### src/rtl/adc_scheduler.sv
// MMIO conversion sequencer for the serial ADC: start pulses, conversion tracking, sample FIFO.
// Optional watchdog on stuck conversions is compiled in with `define ADC_SCHED_TIMEOUT_EN.
module adc_scheduler #(
    parameter logic [15:0] BASE_ADDR      = 16'h8010,
    parameter int          FIFO_DEPTH     = 8,
    parameter logic [4:0]  ADC_IDLE_STATE = 5'd0,
    parameter logic [15:0] TIMEOUT_CYCLES = 16'd4096
) (
    input  logic        clock,
    input  logic        reset,
    input  logic        write_enable,
    input  logic        read_enable,
    input  logic [15:0] address,
    input  logic [15:0] write_data,
    output logic [15:0] read_data,
    output logic        adc_start,
    input  logic [4:0]  adc_state,
    input  logic [9:0]  sample,
    output logic        busy,
    output logic        irq
);

    localparam int AW = $clog2(FIFO_DEPTH);
    localparam int CW = AW + 1;

    localparam logic [2:0] S_IDLE      = 3'd0;
    localparam logic [2:0] S_START     = 3'd1;
    localparam logic [2:0] S_WAIT_BUSY = 3'd2;
    localparam logic [2:0] S_WAIT_DONE = 3'd3;
    localparam logic [2:0] S_CAPTURE   = 3'd4;
    localparam logic [2:0] S_HOLD      = 3'd5;

    logic [2:0]    state, state_next;
    logic          ctrl_en, ctrl_cont, ctrl_irq_en, trig_q;
    logic [15:0]   period, pcnt;
    logic          overrun, timeout;
    logic [9:0]    mem [FIFO_DEPTH];
    logic [AW-1:0] wptr, rptr;
    logic [CW-1:0] count;

    logic [15:0] offset;
    logic        hit, wr_ctrl, wr_period, wr_status, rd_pop;
    logic        empty, full, pop, capture, flush, push_ok, period_hit, tmo;

    assign offset    = address - BASE_ADDR;
    assign hit       = offset < 16'd4;
    assign wr_ctrl   = write_enable & hit & (offset[1:0] == 2'd0);
    assign wr_period = write_enable & hit & (offset[1:0] == 2'd1);
    assign wr_status = write_enable & hit & (offset[1:0] == 2'd2);
    assign rd_pop    = read_enable  & hit & (offset[1:0] == 2'd3);

    assign empty   = (count == '0);
    assign full    = (count == CW'(FIFO_DEPTH));
    assign pop     = rd_pop & ~empty;
    assign capture = (state == S_CAPTURE);
    assign flush   = wr_ctrl & write_data[3];
    // a same-cycle pop frees the slot the capture needs
    assign push_ok = capture & (~full | pop);

    // PERIOD of 0 or 1 always counts as expired
    assign period_hit = ({1'b0, pcnt} + 17'd1) >= {1'b0, period};

    assign adc_start = (state == S_START);
    assign busy      = (state == S_START) | (state == S_WAIT_BUSY) |
                       (state == S_WAIT_DONE) | (state == S_CAPTURE);
    assign irq       = ctrl_irq_en & ~empty;

`ifdef ADC_SCHED_TIMEOUT_EN
    logic [15:0] wdog;
    logic        waiting;

    assign waiting = (state == S_WAIT_BUSY) | (state == S_WAIT_DONE);
    assign tmo     = waiting & (({1'b0, wdog} + 17'd1) >= {1'b0, TIMEOUT_CYCLES});

    always_ff @(posedge clock) begin
        if (!reset)       wdog <= '0;
        else if (waiting) wdog <= wdog + 16'd1;
        else              wdog <= '0;
    end
`else
    // no watchdog: the limit is referenced only to keep it visible, never fires
    assign tmo = 1'b0 & (TIMEOUT_CYCLES == 16'd0);
`endif

    always_comb begin
        state_next = state;
        case (state)
            S_IDLE:      if (ctrl_en & (trig_q | ctrl_cont)) state_next = S_START;
            S_START:     state_next = S_WAIT_BUSY;
            S_WAIT_BUSY: if (tmo) state_next = S_IDLE;
                         else if (adc_state != ADC_IDLE_STATE) state_next = S_WAIT_DONE;
            S_WAIT_DONE: if (tmo) state_next = S_IDLE;
                         else if (adc_state == ADC_IDLE_STATE) state_next = S_CAPTURE;
            S_CAPTURE:   if (ctrl_en & ctrl_cont) state_next = period_hit ? S_START : S_HOLD;
                         else state_next = S_IDLE;
            S_HOLD:      if (!(ctrl_en & ctrl_cont)) state_next = S_IDLE;
                         else if (period_hit) state_next = S_START;
            default:     state_next = S_IDLE;
        endcase
    end

    always_ff @(posedge clock) begin
        if (!reset) begin
            state       <= S_IDLE;
            ctrl_en     <= 1'b0;
            ctrl_cont   <= 1'b0;
            ctrl_irq_en <= 1'b0;
            trig_q      <= 1'b0;
            period      <= '0;
            pcnt        <= '0;
            overrun     <= 1'b0;
            timeout     <= 1'b0;
        end else begin
            state  <= state_next;
            trig_q <= wr_ctrl & write_data[2];
            if (wr_ctrl) begin
                ctrl_en     <= write_data[0];
                ctrl_cont   <= write_data[1];
                ctrl_irq_en <= write_data[4];
            end
            if (tmo) ctrl_cont <= 1'b0;
            if (wr_period) period <= write_data;

            if (state_next == S_START) pcnt <= '0;
            else if (pcnt != 16'hFFFF) pcnt <= pcnt + 16'd1;

            if (wr_status & write_data[7]) overrun <= 1'b0;
            if (capture & full & ~pop & ~flush) overrun <= 1'b1;
            if (wr_status & write_data[9]) timeout <= 1'b0;
            if (tmo) timeout <= 1'b1;
        end
    end

    always_ff @(posedge clock) begin
        if (!reset) begin
            wptr  <= '0;
            rptr  <= '0;
            count <= '0;
        end else if (flush) begin
            wptr  <= '0;
            rptr  <= '0;
            count <= '0;
        end else begin
            if (pop)     rptr <= rptr + 1'b1;
            if (push_ok) wptr <= wptr + 1'b1;
            case ({push_ok, pop})
                2'b10:   count <= count + 1'b1;
                2'b01:   count <= count - 1'b1;
                default: count <= count;
            endcase
        end
    end

    always_ff @(posedge clock) begin
        if (push_ok & ~flush) mem[wptr] <= sample;
    end

    always_ff @(posedge clock) begin
        if (!reset) begin
            read_data <= '0;
        end else if (read_enable & hit) begin
            case (offset[1:0])
                2'd0:    read_data <= {11'b0, ctrl_irq_en, 2'b0, ctrl_cont, ctrl_en};
                2'd1:    read_data <= period;
                2'd2:    read_data <= {6'b0, timeout, busy, overrun, full, empty, 5'(count)};
                default: read_data <= empty ? 16'h0000 : {6'b0, mem[rptr]};
            endcase
        end else begin
            read_data <= '0;
        end
    end

endmodule

### config.mk
export PLATFORM = sky130hd
export DESIGN_NAME = adc_scheduler
export DESIGN_NICKNAME = d
export VERILOG_FILES = /design/src/rtl/adc_scheduler.sv
export SDC_FILE = /design/constraint.sdc
export NUM_CORES = 1
export LEC_CHECK = 0
export BUFFER_PORTS_ARGS = -buffer_cell sky130_fd_sc_hd__buf_2
export CORE_MARGIN = 1
export CORE_UTILIZATION = 45
export DETAILED_ROUTE_END_ITERATION = 6
export PLACE_DENSITY_LB_ADDON = 0.25
export SETUP_SLACK_MARGIN = 0.2
export SKIP_CTS_REPAIR_TIMING = 1
export SLEW_MARGIN = 20
export SYNTH_ARGS = -nofsm -noshare
export SYNTH_HDL_FRONTEND = slang
export SYNTH_SLANG_ARGS = --single-unit
### constraint.sdc
create_clock -name clock -period 3.3 [get_ports clock]
set_input_delay 0.165 -clock clock [delete_from_list [all_inputs] [get_ports clock]]
set_output_delay 0.165 -clock clock [all_outputs]
set_load 0.05 [all_outputs]
# --- Yosys cells after proc, flatten, opt, wreduce, memory -nomap -nowiden ---
# Memory sizes are Yosys's and may differ from the RTL's. A register that Yosys moved wholly into a read port is not among the register bits.
# Index checks and enable logic that the tools add are counted.
totals:
  register_bits: 66
  ram_bits: 80
  in_bits: 51
  output_inout_bits: 19
  word_cells: 90
  memories: 1
mem_list:
  columns: ["name", "words", "width", "read_ports", "rd_clocked_by_memory_dff", "write_ports", "line", "source"]
  rows:
  - ["mem", 8, 10, 1, 1, 1, "37", "logic [9:0] mem [FIFO_DEPTH];"]
op_classes:
  n_addsub: 7
  n_lt_le_gt_ge: 2
  eq_ne: 13
  mux: 17
  n_bitwise: 28
  n_reduce_logical: 10
op_table:
  columns: ["cell", "n"]
  rows:
  - ["one-hot mux 16 bit (3 select lines)", 1]
  - ["2-to-1 mux 3 bit", 9]
  - ["AND 1 bit", 18]
  - ["one-hot mux 3 bit (6 select lines)", 1]
  - ["adder 16 x 1 -> 17 bit (second input constant)", 1]
  - ["greater-or-equal comparator 17 x 16 -> 1 bit", 1]
  - ["adder 16 x 1 -> 16 bit (second input constant)", 1]
  - ["< comparator 16 x 3 -> 1 bit (second input constant)", 1]
  - ["inequality test 16 bit (second input constant)", 1]
  - ["subtractor 16 bit (second input constant)", 1]
  - ["2-to-1 mux 10 bit", 1]
  - ["one-hot mux 4 bit (2 select lines)", 1]
  - ["adder 3 x 1 -> 3 bit (second input constant)", 2]
  - ["equality test 2 bit (second input constant)", 3]
  - ["equality test 3 x 1 -> 1 bit (second input constant)", 2]
  - ["equality test 3 x 2 -> 1 bit (second input constant)", 2]
  - ["equality test 3 bit (second input constant)", 2]
  - ["logical NOT 5 bit", 1]
  - ["NOT 1 bit", 5]
  - ["bitwise OR 1 bit", 5]
  - ["nonzero test 5 bit", 1]
  - ["adder 4 x 1 -> 4 bit (second input constant)", 1]
  - ["equality test 2 x 1 -> 1 bit (second input constant)", 2]
  - ["equality test 4 bit (second input constant)", 1]
  - ["other kinds (8)", 13]

# --- Logic depth before layout (Yosys ltp) ---
logic_depth:
  word_depth: 10
  mapped_depth: 12
  mapped_depth_nobuf: 10

# --- Least setup slack after synthesis ---
# Ideal clock, no wire load.
synth_timing:
  path_kind: "register to register"
  startpoint: "register pcnt[0]"
  endpoint: "register pcnt[10]"
  setup_ps: 128
  t_arrival_ps: 2732
  t_required_ps: 3172
  slack_ps: 441
  path_stages_with_launch: 13
  path_buffers: 2
  synth_period_minus_slack_ps: 2859
  path_cell_list: "dfxtp_1 ha_1 and4_1 clkbuf_1 nand3_1 xnor2_1 ha_1 nand4_1 nor3_1 o311ai_0 a41oi_1 clkbuf_1 nor2_1"
synth_between:
  elab_chain_cells: 7
  word_cells_on_any_way: 11
  classes_between: "2 x add/sub; 1 x order compare; 2 x eq/ne; 5 x mux; 1 x reduce/logical"
synth_lines:
  columns: ["element", "line", "source"]
  rows:
  - ["start: declaration", "35", "logic [15:0] period, pcnt;"]
  - ["start signal: assignment", "125", "else if (pcnt != 16'hFFFF) pcnt <= pcnt + 16'd1;"]
  - ["adder 16 x 1 -> 17 bit", "61", "assign period_hit = ({1'b0, pcnt} + 17'd1) >= {1'b0, period};"]
  - ["greater-or-equal comparator 17 x 16 -> 1 bit", "61", null]
  - ["2-to-1 mux 3 bit, on equally long branches", "97, 94", null]
  - ["2-to-1 mux 3 bit, on equally long branches", "96, 94", null]
  - ["one-hot mux 3 bit (6 select lines)", "87", "case (state)"]
  - ["equality test 3 x 1 -> 1 bit", "124", "if (state_next == S_START) pcnt <= '0;"]
  - ["OR reduction 2 bit (no source line)", null, null]
# Parallel ways exist; a longest one is shown, timed or not.
# A chain may end at the register's enable or synchronous reset.

# --- Worst setup path after layout ---
layout_timing:
  startpoint: "register pcnt[2]"
  endpoint: "register pcnt[14]"
# The elaborated chain is that of the path after synthesis.

==> impl_metrics.ini <==
[outcome]
run_status = finished with violations
failed_checks = negative hold slack

[die]
floorplan.initialDensity = 0.467
floorplan_die_area_um2 = 15100
io-pin-count = 70
rows = 43
core_area_um2 = 14100
height_of_the_die_um = 123
die_w_um = 123

[sta]
fin_tns_setup_ps = 0
setup-violations-final = 0
final_hold_viol_count = 2
worst_slew_pin_slew_ps = 1010
maxSlewViolCount = 0
fin_worst_hold_slack_ps = -14.9
slew-limit-headroom = 0.321
timing.fmax_mhz = 349
finalCriticalPeriod_ps = 2860
rsz_0062_raised_after_global_routing = false
fin_skew_ps = 10.7
period_share = 0.867

[cts]
htree_num_levels = 4
clk_pin_slew_worst_paths_ps = 60
clock_insertion_delay_worst_skew_ps = 430
cts_root_buffer = sky130_fd_sc_hd__clkbuf_16
numCtsBuffers = 17
clk_path_buf_depth = 2
cts_tree = yes
clkSinkCount = 149

[placement]
dp_hpwl_um = 10400
gpl.final_weighted_congestion = 0.841
placedCellCount = 792
port_buffers = 69

[layout]
nNetsFinal = 711
num_antenna_cells = 0
final_cells = 831
area_growth_syn_to_layout_pct = 18.3
post_route_cells_drive_above_1_share = 0.229

[critical_path]
reg2reg_depth = 11
worstPathCellList = nand3_1 -> nor4_4 -> nand3_1 -> xnor2_1 -> ha_1 -> nor4bb_1 -> nand3_1 -> a31oi_1 -> a41oi_1 -> buf_4 -> nor4b_1
crit_type = flip-flop to flip-flop
timing.critical_path.depth = 11
cpMostUsedCell = sky130_fd_sc_hd__nand3_1
worst_path_dominant_cell_family = simple AND/OR/NAND/NOR gates
worstSetupStartpointType = flip-flop
cpMaxStageDelayCell = sky130_fd_sc_hd__dfxtp_1
cp-end-kind = flip-flop
crit_path_max_incr_delay_ps = 400
cp.arrival_ps = 3180
critical_path.max_fanout = 14
required_ps = 3620
crit_buf_inv = 1

[synthesis]
yosys_warnings = 0
synth_fp_nets = 630
synthArstFlopShare = 0
synth-seq-area-share = 0.574
ys_dominant_reg_cell = sky130_fd_sc_hd__edfxtp_1
ys_types = 55
synth_seq_cells = 149
synthesis.area_um2 = 6590
syn-instance-count = 557
syn_avg_cell_area_um2 = 11.8
synth_enable_flop_cells = 80

[global_routing]
grt_overflow = 0
globalRouteTotalUtil = 0.212
grt_antenna_before_repair = 0
grt_pass1_wl_um = 23300
first_global_vias = 4546
grt_start_max_net_pins = 24

[routing]
dr_total_vias = 4621
detailedRoute.firstPassIterationCount = 5
drt-wirelength-per-cell_um = 17.9
drt_first_iter_violations = 419
postRouteWirelength_um = 14900
antenna_left = 0
drc = 0
avgViaCountPerCell = 5.56

[power]
powerDensity_nw_per_um2 = 492
cellLeakagePower_nw = 2.82
worst_ir_drop_on_vdd_v = 0.000735

[run]
max_cap_violations = 0

[hold_path]
hold_path.class = primary input to flip-flop
min_path_cells = 3
## path summary, 6_finish.rpt
check	start	endpoint	slack [ps]
worst min-delay path	write_data[12]	period[12]$_SDFFE_PN0P_	-10
worst min register to register	period[13]$_SDFFE_PN0P_	period[13]$_SDFFE_PN0P_	470
worst max register to register	pcnt[2]$_SDFFE_PP0P_	pcnt[14]$_SDFFE_PP0P_	440
worst max-delay path	pcnt[2]$_SDFFE_PP0P_	pcnt[14]$_SDFFE_PP0P_	440
## cells by family (layout without fill, tap and decap cells)
kind of cell	after synthesis	count (layout)	synth area share
AOI/OAI and AO/OA	81	81	0.0752
adders and majority gates	22	22	0.0429
and+or+nand+nor	199	199	0.153
buffers and inverters	49	143	0.0312
DFF	149	149	0.574
muxes	39	39	0.0990
xor gates and xnor gates	18	18	0.0239
## through the flow
step / utilization / worst slack, ps / total power, W / instance area [um^2]
floorplan: - / 441 / 0.00204 / 6590
finish: 0.553 / 439 / 0.00383 / 7790
global route: 0.553 / 167 / 0.00395 / 7790
detailed placement: 0.507 / 312 / 0.00210 / 7150
CTS: 0.546 / 296 / 0.00386 / 7690
global placement: 0.507 / 398 / 0.00210 / 7150
## power breakdown
part / switching [W] / leakage (nW) / internal (W)
Clock: 0.000737 / 0.262 / 0.00103
Sequential: 0.00000399 / 1.27 / 0.00195
Combinational: 0.0000648 / 1.28 / 0.0000456
## cell usage after synthesis (all sizes together) (2+ instances only)
library cell  instances  area [um^2]
or3                   5         31.3
a211oi                2         15.0
and4                  6         55.1
a222oi                5         50.1
nor3b                 7         52.6
nor4b                 4         35.0
edfxtp               80         2400
nor3                  7         35.0
inv                  22         82.6
buf                   8         51.3
and2                 12         75.1
xnor2                11         96.3
dfxtp                69         1380
nor2b                 4         25.0
xor2                  7         61.3
nor4                  6         37.5
a21oi                32          160
a221oi                2         17.5
o21ai                24          120
nand3                16         80.1
ha                   21          263
and3                  4         30.0
mux4                 20          450
clkbuf               19         71.3
mux2                  9          101
nand4                11         68.8
a31oi                 3         18.8
nand2                65          244
nor4bb                2         20.0
nand2b                5         31.3
nor2                 41          154
mux2i                10          100
or4                   2         18.8
## worst reg2reg max path: stages (launching register included)
cell and delay (ps):
sky130_fd_sc_hd__dfxtp_1 400, sky130_fd_sc_hd__nand3_1 260, sky130_fd_sc_hd__nor4_4 330, sky130_fd_sc_hd__nand3_1 170, sky130_fd_sc_hd__xnor2_1 170, sky130_fd_sc_hd__ha_1 190
sky130_fd_sc_hd__nor4bb_1 280, sky130_fd_sc_hd__nand3_1 110, sky130_fd_sc_hd__a31oi_1 210, sky130_fd_sc_hd__a41oi_1 150, sky130_fd_sc_hd__buf_4 230, sky130_fd_sc_hd__nor4b_1 260
## flip-flops by register name (all words and copies together), names as in the netlist, named ones only
name / flops
overrun: 1
rptr: 3
mem: 80
ctrl_en: 1
period: 16
trig_q: 1
read_data: 16
count: 4
state: 3
pcnt: 16
ctrl_irq_en: 1
wptr: 3
ctrl_cont: 1
## area by class of cell
| type | instances | area [um^2] |
|---|---|---|
| fill | 1169 | 6310 |
| tap | 180 | 225 |
| clock inverter | 14 | 111 |
| timing repair buffer | 89 | 510 |
| clock buffer | 18 | 429 |
| multi-input combinational | 359 | 2650 |
| inverter | 22 | 82.6 |
| sequential | 149 | 3780 |
## layout by cell type (no fill, tap or decap), drive strengths merged, types with 2 or more instances in the layout
cell / n
buf: 83
edfxtp: 80
dfxtp: 69
nand2: 65
nor2: 41
a21oi: 32
o21ai: 24
inv: 24
ha: 21
mux4: 20
clkbuf: 18
nand3: 16
and2: 12
nand4: 11
xnor2: 11
mux2i: 10
clkinv: 10
mux2: 9
xor2: 7
nor3b: 7
nor3: 7
dlygate4sd3: 6
and4: 6
nor4: 6
nand2b: 5
or3: 5
a222oi: 5
nor2b: 4
and3: 4
nor4b: 4
a31oi: 3
nor4bb: 2
a211oi: 2
a221oi: 2
or4: 2
## routing by layer
metal	global-route usage	vias up	share of wire
li1	-	2228	-
met1	0.246	2251	0.42
met2	0.373	117	0.51
met3	0.0521	25	0.047
met4	0.0911	0	0.024
met5	0	-	0
Note: power is estimated with default switching activity, not from simulation.
